--- src/rtl/cond_decode_stage.sv ---
`default_nettype none
// +--------------------------------------------------------------------------+
// | Module   : cond_decode_stage                                             |
// | Purpose  : D-stage decode, E-stage control register, NZCV flags and      |
// |            condition gating for the pipelined ARM-like core.             |
// | Revision : 1.0                                                           |
// +--------------------------------------------------------------------------+
module cond_decode_stage #(
    parameter int unsigned ALUCTRL_W   = 3,
    parameter logic [3:0]  FLAGS_RESET = 4'b0000,
    parameter bit          LINK_EN     = 1'b1
) (
    input  logic                 clk,
    input  logic                 reset,
    input  logic                 ValidD,
    input  logic [3:0]           CondD,
    input  logic [1:0]           OpD,
    input  logic [5:0]           FunctD,
    input  logic [3:0]           RdD,
    input  logic                 StallE,
    input  logic                 FlushE,
    input  logic [3:0]           ALUFlags,
    output logic [1:0]           RegSrcD,
    output logic [1:0]           ImmSrcD,
    output logic                 ValidE,
    output logic [ALUCTRL_W-1:0] ALUControlE,
    output logic                 ALUSrcE,
    output logic                 MemtoRegE,
    output logic                 LinkE,
    output logic                 PCSrcE,
    output logic                 RegWriteE,
    output logic                 MemWriteE,
    output logic                 IllegalE,
    output logic [3:0]           Flags
);

    localparam logic [1:0] C_OP_DP  = 2'b00;
    localparam logic [1:0] C_OP_MEM = 2'b01;
    localparam logic [1:0] C_OP_BR  = 2'b10;

    localparam logic [2:0] C_ALU_ADD = 3'd0;
    localparam logic [2:0] C_ALU_SUB = 3'd1;
    localparam logic [2:0] C_ALU_AND = 3'd2;
    localparam logic [2:0] C_ALU_ORR = 3'd3;
    localparam logic [2:0] C_ALU_EOR = 3'd4;

    typedef struct packed {
        logic       valid;
        logic [3:0] cond;
        logic [2:0] alu;
        logic       alusrc;
        logic       memtoreg;
        logic       link;
        logic       pcs;
        logic       regw;
        logic       memw;
        logic [1:0] flagw;
        logic       illegal;
    } ctrl_t;

    ctrl_t      w_ctrl_d;
    ctrl_t      r_ctrl_q;
    logic       w_arith;
    logic       w_cmp;
    logic [3:0] r_flags_q;
    logic       w_n, w_z, w_c, w_v;
    logic       w_cond_pass;
    logic       w_cond_ex;

    // ------------------------------------------------------------------
    // D-stage decode
    // ------------------------------------------------------------------
    always_comb begin
        w_ctrl_d       = '0;
        w_ctrl_d.valid = ValidD;
        w_ctrl_d.cond  = CondD;
        w_ctrl_d.alu   = C_ALU_ADD;
        w_arith        = 1'b0;
        w_cmp          = 1'b0;
        RegSrcD        = 2'b00;
        ImmSrcD        = 2'b00;

        case (OpD)
            C_OP_DP: begin
                w_ctrl_d.alusrc = FunctD[5];
                w_ctrl_d.regw   = 1'b1;
                case (FunctD[4:1])
                    4'b0100: begin
                        w_ctrl_d.alu = C_ALU_ADD;
                        w_arith      = 1'b1;
                    end
                    4'b0010: begin
                        w_ctrl_d.alu = C_ALU_SUB;
                        w_arith      = 1'b1;
                    end
                    4'b0000: w_ctrl_d.alu = C_ALU_AND;
                    4'b1100: w_ctrl_d.alu = C_ALU_ORR;
                    4'b0001: w_ctrl_d.alu = C_ALU_EOR;
                    4'b1010: begin
                        w_ctrl_d.alu  = C_ALU_SUB;
                        w_ctrl_d.regw = 1'b0;
                        w_cmp         = 1'b1;
                    end
                    default: begin
                        w_ctrl_d.regw    = 1'b0;
                        w_ctrl_d.illegal = 1'b1;
                    end
                endcase
                // CMP always writes all four flags regardless of the S bit
                if (w_ctrl_d.illegal) begin
                    w_ctrl_d.flagw = 2'b00;
                end else if (w_cmp) begin
                    w_ctrl_d.flagw = 2'b11;
                end else if (FunctD[0]) begin
                    w_ctrl_d.flagw = w_arith ? 2'b11 : 2'b10;
                end
            end
            C_OP_MEM: begin
                w_ctrl_d.alusrc = 1'b1;
                ImmSrcD         = 2'b01;
                RegSrcD         = 2'b10;
                w_ctrl_d.alu    = FunctD[3] ? C_ALU_ADD : C_ALU_SUB;
                if (FunctD[0]) begin
                    w_ctrl_d.regw     = 1'b1;
                    w_ctrl_d.memtoreg = 1'b1;
                end else begin
                    w_ctrl_d.memw = 1'b1;
                end
            end
            C_OP_BR: begin
                w_ctrl_d.alusrc = 1'b1;
                ImmSrcD         = 2'b10;
                RegSrcD         = 2'b01;
                w_ctrl_d.alu    = C_ALU_ADD;
                w_ctrl_d.pcs    = 1'b1;
                if (FunctD[4] && LINK_EN) begin
                    w_ctrl_d.link = 1'b1;
                    w_ctrl_d.regw = 1'b1;
                end
            end
            default: begin
                w_ctrl_d.illegal = 1'b1;
            end
        endcase

        // A BL writes R14, so its Rd field never redirects the PC
        w_ctrl_d.pcs = w_ctrl_d.pcs |
                       (w_ctrl_d.regw & (RdD == 4'd15) & ~w_ctrl_d.link);
    end

    // ------------------------------------------------------------------
    // E-stage control register
    // ------------------------------------------------------------------
    always_ff @(posedge clk) begin
        if (reset) begin
            r_ctrl_q <= '0;
        end else if (!StallE) begin
            if (FlushE || !ValidD) begin
                r_ctrl_q <= '0;
            end else begin
                r_ctrl_q <= w_ctrl_d;
            end
        end
    end

    // ------------------------------------------------------------------
    // Condition evaluation against the architectural flags
    // ------------------------------------------------------------------
    assign w_n = r_flags_q[3];
    assign w_z = r_flags_q[2];
    assign w_c = r_flags_q[1];
    assign w_v = r_flags_q[0];

    always_comb begin
        w_cond_pass = 1'b0;
        case (r_ctrl_q.cond)
            4'b0000: w_cond_pass = w_z;
            4'b0001: w_cond_pass = ~w_z;
            4'b0010: w_cond_pass = w_c;
            4'b0011: w_cond_pass = ~w_c;
            4'b0100: w_cond_pass = w_n;
            4'b0101: w_cond_pass = ~w_n;
            4'b0110: w_cond_pass = w_v;
            4'b0111: w_cond_pass = ~w_v;
            4'b1000: w_cond_pass = w_c & ~w_z;
            4'b1001: w_cond_pass = ~w_c | w_z;
            4'b1010: w_cond_pass = (w_n == w_v);
            4'b1011: w_cond_pass = (w_n != w_v);
            4'b1100: w_cond_pass = ~w_z & (w_n == w_v);
            4'b1101: w_cond_pass = w_z | (w_n != w_v);
            4'b1110: w_cond_pass = 1'b1;
            default: w_cond_pass = 1'b0;
        endcase
    end

    assign w_cond_ex = r_ctrl_q.valid & w_cond_pass;

    // Updating only on non-stalled edges gives exactly one write per instruction
    always_ff @(posedge clk) begin
        if (reset) begin
            r_flags_q <= FLAGS_RESET;
        end else if (w_cond_ex && !StallE) begin
            if (r_ctrl_q.flagw[1]) begin
                r_flags_q[3:2] <= ALUFlags[3:2];
            end
            if (r_ctrl_q.flagw[0]) begin
                r_flags_q[1:0] <= ALUFlags[1:0];
            end
        end
    end

    // ------------------------------------------------------------------
    // Outputs
    // ------------------------------------------------------------------
    assign ValidE      = r_ctrl_q.valid;
    assign ALUControlE = ALUCTRL_W'(r_ctrl_q.alu);
    assign ALUSrcE     = r_ctrl_q.alusrc;
    assign MemtoRegE   = r_ctrl_q.memtoreg;
    assign LinkE       = r_ctrl_q.link;
    assign IllegalE    = r_ctrl_q.illegal;
    assign PCSrcE      = r_ctrl_q.pcs  & w_cond_ex;
    assign RegWriteE   = r_ctrl_q.regw & w_cond_ex;
    assign MemWriteE   = r_ctrl_q.memw & w_cond_ex;
    assign Flags       = r_flags_q;

endmodule
`default_nettype wire
--- config.mk ---
export PLATFORM = sky130hd
export DESIGN_NAME = cond_decode_stage
export DESIGN_NICKNAME = d
export VERILOG_FILES = /design/src/rtl/cond_decode_stage.sv
export SDC_FILE = /design/constraint.sdc
export NUM_CORES = 1
export LEC_CHECK = 0
export ABC_AREA = 1
export CAP_MARGIN = 30
export CORE_ASPECT_RATIO = 1.25
export CORE_MARGIN = 5
export CORE_UTILIZATION = 30
export DETAILED_ROUTE_END_ITERATION = 6
export PLACE_DENSITY = 0.58
export SLEW_MARGIN = 20
export SYNTH_ARGS = -nofsm -noshare
export SYNTH_HDL_FRONTEND = slang
export SYNTH_SLANG_ARGS = --single-unit
export TNS_END_PERCENT = 1
--- constraint.sdc ---
create_clock -name clk -period 1.37 [get_ports clk]
set_input_delay 0.411 -clock clk [delete_from_list [all_inputs] [get_ports clk]]
set_output_delay 0.411 -clock clk [all_outputs]
set_load 0.02 [all_outputs]
==> results of run 1 <==
## cell usage after synthesis
library cell	count
a21oi_1	16
a21oi_2	2
a31oi_1	2
buf_2	1
buf_4	6
buf_6	2
clkbuf_1	2
clkbuf_8	1
dfxtp_1	21
ha_1	6
inv_1	20
inv_2	5
nand2_1	60
nand2_2	3
nand3_1	21
nand3_4	1
nand3b_1	2
nand4_1	1
nand4_2	1
nand4_4	1
nor2_1	20
nor2_2	4
nor2_4	1
nor3_1	2
o211ai_1	1
o21ai_0	4
## repair_timing
item / CTS / global route
pin swaps: 6 / 1
setup buffers: 1 / 0
setup endpoints to repair: 36 / 33
resized for setup: 85 / 21
## flip-flops by register name, summed over array words and instances (netlist names)
register and count:
r_ctrl_q 9, LinkE 1, ALUSrcE 1, IllegalE 1, ALUControlE 3, MemtoRegE 1
ValidE 1, Flags 4
## cell type report
cell class / instances / area, um^2 / area share [%]
multi-input combinational: 148 / 851 / 39.3
sequential: 21 / 442 / 20.4
inverter: 25 / 96.3 / 4.45
timing repair buffer: 74 / 657 / 30.4
clock buffer: 4 / 45.0 / 2.08
tap: 58 / 72.6 / 3.35
## stage by stage
step	setup TNS (ns)	total power, W	util (%)
2_1_floorplan	-0.559	0.000747	-
3_3_place_gp	-12.53	0.000903	46.8
3_5_place_dp	-12.68	0.000903	46.8
4_1_cts	-2.74	0.00132	48.7
5_1_grt	-4.19	0.00138	49.3
6_report	-2.58	0.00130	49.3
## power by group through the flow
| stage | combinational [W] | clock [W] | sequential [W] |
|---|---|---|---|
| after CTS | 0.000269 | 0.000427 | 0.000619 |
| after global placement | 0.000268 | 0 | 0.000635 |
| after floorplan | 0.000108 | 0 | 0.000639 |
| final | 0.000273 | 0.000407 | 0.000619 |
| after detailed placement | 0.000267 | 0 | 0.000635 |
| after global routing | 0.000300 | 0.000463 | 0.000621 |
## final timing paths
path | endpoint
max | RegWriteE
min | LinkE
max reg2reg | Flags[1]
min reg2reg | LinkE
## routing by layer
metal	global-route usage, %	up-vias	wire length (um)
met3	2.25	8	122
li1	-	785	-
met1	12.7	648	1390
met5	0	-	0
met4	5.92	0	87
met2	23.7	29	1920
## cells in the final DEF (no fill, tap or decap), types with 5 or more instances in the layout
master	n
inv_2	8
nand3_1	20
inv_1	16
nand2_2	6
a21oi_1	14
clkdlybuf4s15_1	6
nor2_2	7
nand2_1	56
buf_4	28
dfxtp_2	5
clkdlybuf4s50_1	20
buf_6	8
dfxtp_1	12
nor2_1	12
nor2_4	6
## cells by family (layout without fill, tap and decap cells)
family                     Yosys count  count (layout)
AOI/OAI and AO/OA                   25              25
buffers and inverters               37             103
and+or+nand+nor                    117             117
adders and majority gates            6               6
DFF                                 21              21
## critical path: stages, from the launching register on
cell,delay (ns)
dfxtp_4,0.37
buf_6,0.13
nor2_4,0.09
nand2_1,0.06
a21oi_2,0.15
nor2_2,0.07
nand3_4,0.09
nand2_4,0.09
nor2_4,0.09
buf_6,0.12
==> flow_summary.json, run 1 <==
{
  "viasPerCell": 4.45,
  "vias": 1470,
  "hold_viol": 0,
  "grt_pass1_wl_um": 6070,
  "ir_worst_vdd_v": 0.000364,
  "drc": 0,
  "seqPwrFrac_pct": 47.7,
  "cts_root_buf": "clkbuf_8",
  "synth_cells": 206,
  "worst_setup_path_start_kind": "register",
  "p_sw_share_pct": 25.7,
  "grt_pass1_vias": 1454,
  "drtIter0Drc": 82,
  "slew_headroom_pct": 86.2,
  "dp_cells": 325,
  "synth_top_area_cell": "dfxtp_1",
  "cts_tree": "built",
  "arrival_ns": 1.52,
  "drt-wirelength-per-cell_um": 10.7,
  "rr_worst_depth": 10,
  "instances_no_fill": 330,
  "pre_cts_slack_ns": -0.821,
  "synth_area_leaders": "dfxtp_1, nand2_1, nand3_1",
  "r2r_start": "r_ctrl_q[15]",
  "first_pass_iters": 4,
  "die_h_um": 85.4,
  "synthMuxAreaShare_pct": 0,
  "start_util_pct": 31.1,
  "p_clk_share_pct": 31.3,
  "min_period_over_period_pct": 141,
  "rsz0062_at_grt": "yes",
  "htree_num_levels": 1,
  "die_area_um2": 6000,
  "die_w_um": 70.3,
  "rows": 27,
  "fmax_mhz": 518,
  "synth_top_family_by_area": "simple AND/OR/NAND/NOR gates",
  "cp-startpoint": "r_ctrl_q[15]",
  "ys_seq_elements": 21,
  "tightest_slew_ns": 0.207,
  "core_area_um2": 4390,
  "crit_fanout": 5,
  "antenna_cells": 0,
  "hpwlAfterDp_um": 2970,
  "required_ns": 0.96,
  "drive_above_1_share_pct": 35.7,
  "gp_congestion": 0.895,
  "synthXorXnorAreaFrac_pct": 0,
  "ctsHoldBuffers": 0,
  "setup_viol": 15,
  "grt_overflow": 0,
  "synth_compound_area_share_pct": 10.1,
  "clock-skew-final_ns": 0.00280,
  "routed_wl_um": 3520,
  "syn_area_per_cell_um2": 6.62,
  "clk_path_buf_depth": 2,
  "fin_nets": 304,
  "grt_usage_pct": 12.4,
  "slew_violations": 0,
  "numClockSinks": 21,
  "postRouteAntennaNets": 0,
  "num-fill-cells": 441,
  "power.net_switching_w": 0.000334,
  "clock_latency_ns": 0.26,
  "hold_path_depth": 2,
  "crit_type": "reg2out",
  "combPwrFrac_pct": 21.0,
  "grt_max_degree": 18,
  "r2r_slack_ns": -0.13,
  "ys_seq_area_share_pct": 30.8,
  "area_growth_pct": 58.6,
  "min_period_ns": 1.93,
  "post_synth_num_cell_types": 26,
  "yosys.area_share.simple_pct": 39.8,
  "final_area_um2": 2160,
  "syn_area_um2": 1360,
  "cp-end-kind": "primary output",
  "placed_area_um2": 2050,
  "hold_slack_ns": 0.458,
  "leakagePower_nw": 0.965,
  "antenna_found_initial": 0,
  "hp-class": "reg2reg",
  "io_pins": 44,
  "path_clk_slew_ns": 0.08,
  "powerDensity_nw_per_um2": 601,
  "status": "finished, violations left",
  "cts_made_buffers": 3,
  "violations": "negative setup slack",
  "synthesis.nets": 237,
  "synth_warnings": 0,
  "synth_fa_ha_area_share_pct": 5.50,
  "hold_start": "LinkE",
  "internal_power_w": 0.000965,
  "fin_ws_ns": -0.561,
  "portBuffers": 43,
  "synth_top_cell_area_share_pct": 30.8,
  "maxCapViolCount": 0
}
Power figures use the tool's default switching activity.
==> inputs of run 2 (changes only) <==
--- a/config.mk
+++ b/config.mk
@@ -9,9 +9,10 @@
 export CAP_MARGIN = 30
 export CORE_ASPECT_RATIO = 1.25
 export CORE_MARGIN = 5
-export CORE_UTILIZATION = 30
+export CORE_UTILIZATION = 34
+export CTS_BUF_LIST = sky130_fd_sc_hd__clkbuf_8
 export DETAILED_ROUTE_END_ITERATION = 6
-export PLACE_DENSITY = 0.58
+export PLACE_DENSITY = 0.64
 export SLEW_MARGIN = 20
 export SYNTH_ARGS = -nofsm -noshare
 export SYNTH_HDL_FRONTEND = slang
==> run 2 against run 1 <==
First-iteration DRC count down 18%. The run still ends with negative setup slack left. Count of clock-buffer cells in the layout down 1. Maximum frequency up 2.9%. Largest power group unchanged. Sequential power about the same. Final cell count up 1.2%. Design area up 2.3%. Wire length up 4.8%. Largest cell class unchanged. Utilization up 8.3 points. Combinational power about the same. Power up 0.88%.
==> flow_summary.json, run 2 (synthesis results as in run 1) <==
{
  "crit_top_cell": "nand3_1",
  "rows": 25,
  "fmax_mhz": 533,
  "pre_cts_slack_ns": -0.840,
  "grt_pass1_vias": 1448,
  "status": "finished, violations left",
  "path_buf_inv": 3,
  "mostFrequentLayoutCell": "nand2_1",
  "drt-wirelength-per-cell_um": 11.0,
  "cts_tree": "built",
  "numClockSinks": 21,
  "dp_cells": 328,
  "min_period_over_period_pct": 137,
  "cts_root_buf": "clkbuf_8",
  "cp-end-kind": "primary output",
  "violations": "negative setup slack",
  "setup_viol": 14,
  "start_util_pct": 35.4,
  "crit_path_top_delay_cell": "dfxtp_4",
  "crit_family": "simple AND/OR/NAND/NOR gates",
  "grt_overflow": 0,
  "vias": 1526,
  "largest-register": "r_ctrl_q",
  "finalPower_w": 0.00131,
  "grt_pass1_wl_um": 6130,
  "path_clk_slew_ns": 0.09,
  "instances_no_fill": 334,
  "path_cells": "buf_4, nand3_1, nand3_1, nand2_1, nand2_2, inv_2, nand3_4, nand2_4, nor2_4, buf_6",
  "tightest_slew_ns": 0.213,
  "hp-class": "reg2reg",
  "antenna_found_initial": 0,
  "antenna_cells": 0,
  "core_area_um2": 3850,
  "required_ns": 0.96,
  "io_pins": 44,
  "largest_register_ffs": 9,
  "arrival_ns": 1.47,
  "area_growth_pct": 62.3,
  "crit_type": "reg2out",
  "die_area_um2": 5390,
  "worst_setup_path_start_kind": "register",
  "portBuffers": 43,
  "clk_path_buf_depth": 2,
  "viasPerCell": 4.57,
  "grt_max_degree": 18,
  "die_h_um": 80.8,
  "die_w_um": 66.6,
  "placed_area_um2": 2110,
  "drc": 0,
  "fin_ws_ns": -0.508,
  "drtIter0Drc": 67,
  "min_period_ns": 1.88,
  "postRouteAntennaNets": 0,
  "drive_above_1_share_pct": 39.3,
  "cts_made_buffers": 3,
  "rr_worst_depth": 12,
  "path_depth": 10,
  "powerDensity_nw_per_um2": 592,
  "first_pass_iters": 4,
  "clock-skew-final_ns": 0.00908,
  "final_area_um2": 2210,
  "critical_path.max_stage_delay_ns": 0.37,
  "hold_path_depth": 2,
  "final_cell_mix": "nand2_1, buf_4, clkdlybuf4s50_1",
  "clock_latency_ns": 0.26,
  "gp_congestion": 0.947,
  "htree_num_levels": 1,
  "crit_fanout": 5,
  "ctsHoldBuffers": 0,
  "slew_headroom_pct": 85.7,
  "maxCapViolCount": 0,
  "grt_usage_pct": 14.5,
  "hpwlAfterDp_um": 2950,
  "routed_wl_um": 3690,
  "rsz0062_at_grt": "yes",
  "slew_violations": 0,
  "fin_nets": 312,
  "hold_viol": 0,
  "leakagePower_nw": 1.00,
  "ir_worst_vdd_v": 0.000303
}
run 2: cell count changes in the layout (fill, tap and decap cells not counted), sizes merged:
| cell | change |
|---|---|
| clkdlybuf4s15 | -4 |
| clkinvlp | +1 |
| clkdlybuf4s50 | +1 |
| buf | +10 |
run 2: worst register-to-register path: cells and delay by family, from the launching register on:
family        cells  cell delay (ns)
simple gates      9             0.62
buf+inv           3             0.36
flops             1             0.37
run 2: worst paths after layout:
kind / from / end / slack, ns
max: r_ctrl_q[13] / RegWriteE / -0.51
min: MemtoRegE / MemtoRegE / 0.46
max reg2reg: r_ctrl_q[13] / Flags[1] / -0.06
min reg2reg: MemtoRegE / MemtoRegE / 0.46
run 2: metrics by stage:
stage,setup TNS [ns],utilization [%],hold WS (ns)
floorplan,-0.559,-,0.442
global placement,-13.02,54.9,0.451
detailed placement,-13.32,54.9,0.454
CTS,-2.78,56.9,0.466
global route,-3.48,57.5,0.483
finish,-2.00,57.5,0.462
run 2: layer usage:
| layer | up-vias | global-route usage, % | wire length, um |
|---|---|---|---|
| met5 | - | 0 | 0 |
| met2 | 44 | 27.2 | 1950 |
| met4 | 0 | 6.30 | 69 |
| met1 | 679 | 15.3 | 1420 |
| li1 | 797 | - | - |
| met3 | 6 | 2.77 | 248 |
run 2: timing repair:
| item | in CTS | in global routing |
|---|---|---|
| setup endpoints to repair | 39 | 30 |
| resized for setup | 81 | 25 |
| pin swaps | 7 | 3 |
| buffers inserted | 3 | 0 |
run 2: power by group:
| group | internal [W] | switching, W |
|---|---|---|
| clock | 0.000205 | 0.000212 |
| sequential | 0.000607 | 0.0000107 |
| combinational | 0.000149 | 0.000127 |
run 2: layout make-up:
| class | instances | area (um^2) |
|---|---|---|
| flip-flops and latches | 21 | 449 |
| multi-input cells | 148 | 848 |
| fillers | 382 | 1630 |
| repair buffers | 82 | 696 |
| inverters | 25 | 104 |
| well taps | 54 | 67.6 |
| clock buffers | 3 | 41.3 |
| clock inverters | 1 | 7.51 |
==> inputs of run 3 (changes only) <==
--- a/config.mk
+++ b/config.mk
@@ -12,7 +12,7 @@
 export CORE_UTILIZATION = 34
 export CTS_BUF_LIST = sky130_fd_sc_hd__clkbuf_8
 export DETAILED_ROUTE_END_ITERATION = 6
-export PLACE_DENSITY = 0.64
+export PLACE_DENSITY_LB_ADDON = 0.08
 export SLEW_MARGIN = 20
 export SYNTH_ARGS = -nofsm -noshare
 export SYNTH_HDL_FRONTEND = slang
==> run 3 against run 2 <==
The flow still finishes with violations (negative setup slack). Non-clock buffer count fell by 9. Maximum frequency is 0.87% higher. First-iteration DRC count is 43% lower. Largest cell class unchanged. Sequential power hardly changed. Design area shrank 2.4%.
==> flow_summary.json, run 3 (synthesis results as in run 1) <==
{
  "final_cell_mix": "nand2_1, buf_4, clkdlybuf4s50_1",
  "hp-class": "reg2reg",
  "grt_pass1_vias": 1410,
  "largest_register_ffs": 9,
  "hpwlAfterDp_um": 2870,
  "required_ns": 0.96,
  "instances_no_fill": 325,
  "area_growth_pct": 58.3,
  "die_h_um": 80.8,
  "crit_fanout": 4,
  "io_pins": 44,
  "slew_violations": 0,
  "grt_usage_pct": 13.7,
  "path_cells": "inv_4, nand2_2, nand2_2, nand2_1, nand3_1, nor2_2, nand3_4, nand2_4, nor2_4, buf_6",
  "start_util_pct": 35.4,
  "crit_family": "simple AND/OR/NAND/NOR gates",
  "cp-end-kind": "primary output",
  "fmax_mhz": 537,
  "postRouteAntennaNets": 0,
  "first_pass_iters": 4,
  "mostFrequentLayoutCell": "nand2_1",
  "grt_pass1_wl_um": 5830,
  "drtIter0Drc": 38,
  "worst_setup_path_start_kind": "register",
  "violations": "negative setup slack",
  "fin_nets": 303,
  "maxCapViolCount": 0,
  "drc": 0,
  "r2r_slack_ns": -0.05,
  "clock-skew-final_ns": 0.00807,
  "die_w_um": 66.6,
  "rr_worst_depth": 12,
  "portBuffers": 43,
  "antenna_found_initial": 0,
  "slew_headroom_pct": 85.9,
  "dp_cells": 321,
  "core_area_um2": 3850,
  "grt_max_degree": 18,
  "ctsHoldBuffers": 0,
  "crit_type": "reg2out",
  "leakagePower_nw": 0.951,
  "crit_path_top_delay_cell": "dfxtp_4",
  "cp-startpoint": "Flags[3]",
  "cts_made_buffers": 3,
  "cts_tree": "built",
  "antenna_cells": 0,
  "clock_latency_ns": 0.26,
  "gp_congestion": 0.903,
  "finalPower_w": 0.00129,
  "clk_path_buf_depth": 2,
  "multi_input_area_um2": 842,
  "powerDensity_nw_per_um2": 599,
  "tightest_slew_ns": 0.212,
  "vias": 1455,
  "critical_path.max_stage_delay_ns": 0.39,
  "grt_overflow": 0,
  "r2r-end": "Flags[1]",
  "min_period_ns": 1.86,
  "path_buf_inv": 2,
  "fin_ws_ns": -0.491,
  "cts_root_buf": "clkbuf_8",
  "ff_latch_area_um2": 447,
  "crit_top_cell": "nand2_2",
  "rsz0062_at_grt": "yes",
  "num-fill-cells": 391,
  "status": "finished, violations left",
  "die_area_um2": 5390,
  "r2r_start": "Flags[3]",
  "min_period_over_period_pct": 136,
  "path_clk_slew_ns": 0.08,
  "hold_start": "LinkE",
  "largest-register": "r_ctrl_q",
  "setup_viol": 16,
  "hold_path_depth": 2,
  "drive_above_1_share_pct": 34.3,
  "routed_wl_um": 3470,
  "ir_worst_vdd_v": 0.000326,
  "arrival_ns": 1.45,
  "hold_viol": 0,
  "setup-tns-final_ns": -2.14,
  "rows": 25,
  "numClockSinks": 21,
  "min_to": "LinkE",
  "viasPerCell": 4.48,
  "htree_num_levels": 1,
  "drt-wirelength-per-cell_um": 10.7
}
-- run 3: cell count changes in the layout (fill, tap and decap cells not counted), sizes merged --
cell	delta
clkdlybuf4s15	+6
clkbuf	-3
dlygate4sd2	-1
buf	-11
-- run 3: per-layer routing --
| metal | up-vias | share of wire [%] | global-route usage, % |
|---|---|---|---|
| li1 | 776 | - | - |
| met1 | 656 | 39 | 14.5 |
| met2 | 21 | 57 | 27.8 |
| met3 | 2 | 3.6 | 1.80 |
| met4 | 0 | 0.55 | 3.05 |
| met5 | - | 0 | 0 |
-- run 3: timing repair --
action                     in CTS  in global routing
pin swaps                       8                  2
setup endpoints to repair      35                 36
gates resized for setup        77                 21
buffers inserted                1                  0
-- run 3: report_power, final --
part / internal [W] / leakage (nW) / switching, W / total (W)
sequential: 0.000608 / 0.176 / 0.0000102 / 0.000619
clock: 0.000205 / 0.0217 / 0.000203 / 0.000408
combinational: 0.000144 / 0.753 / 0.000122 / 0.000266
total: 0.000957 / 0.951 / 0.000336 / 0.00129
-- run 3: area by class of cell --
type	count	area share, %
inverter	25	4.58
sequential	21	20.7
multi-input combinational	148	39.0
timing repair buffer	73	30.4
clock buffer	3	1.91
clock inverter	1	0.348
tap	54	3.13
-- run 3: metrics by stage --
stage	hold WS, ns	area, um^2	setup slack [ns]	utilization (%)
4_1_cts	0.459	2130	-0.551	55.3
5_1_grt	0.493	2160	-0.587	56.1
6_report	0.458	2160	-0.491	56.1
3_5_place_dp	0.449	2070	-0.855	53.9
3_3_place_gp	0.447	2070	-0.815	53.9
2_1_floorplan	0.442	1410	-0.195	-
-- run 3: worst max-delay path by stage --
stage                     cells after the start         to  slack [ns]
after floorplan                               9  MemWriteE       -0.19
after global placement                        9  MemWriteE       -0.81
after detailed placement                      9  MemWriteE       -0.86
after CTS                                    10     PCSrcE       -0.55
after global routing                         11  RegWriteE       -0.59
final                                        10     PCSrcE       -0.49
-- run 3: worst register-to-register path: cells and delay by family (launching register included) --
kind,cells,cell delay (ns)
buffers and inverters,2,0.21
flip-flops,1,0.39
AND/OR/NAND/NOR,10,0.73
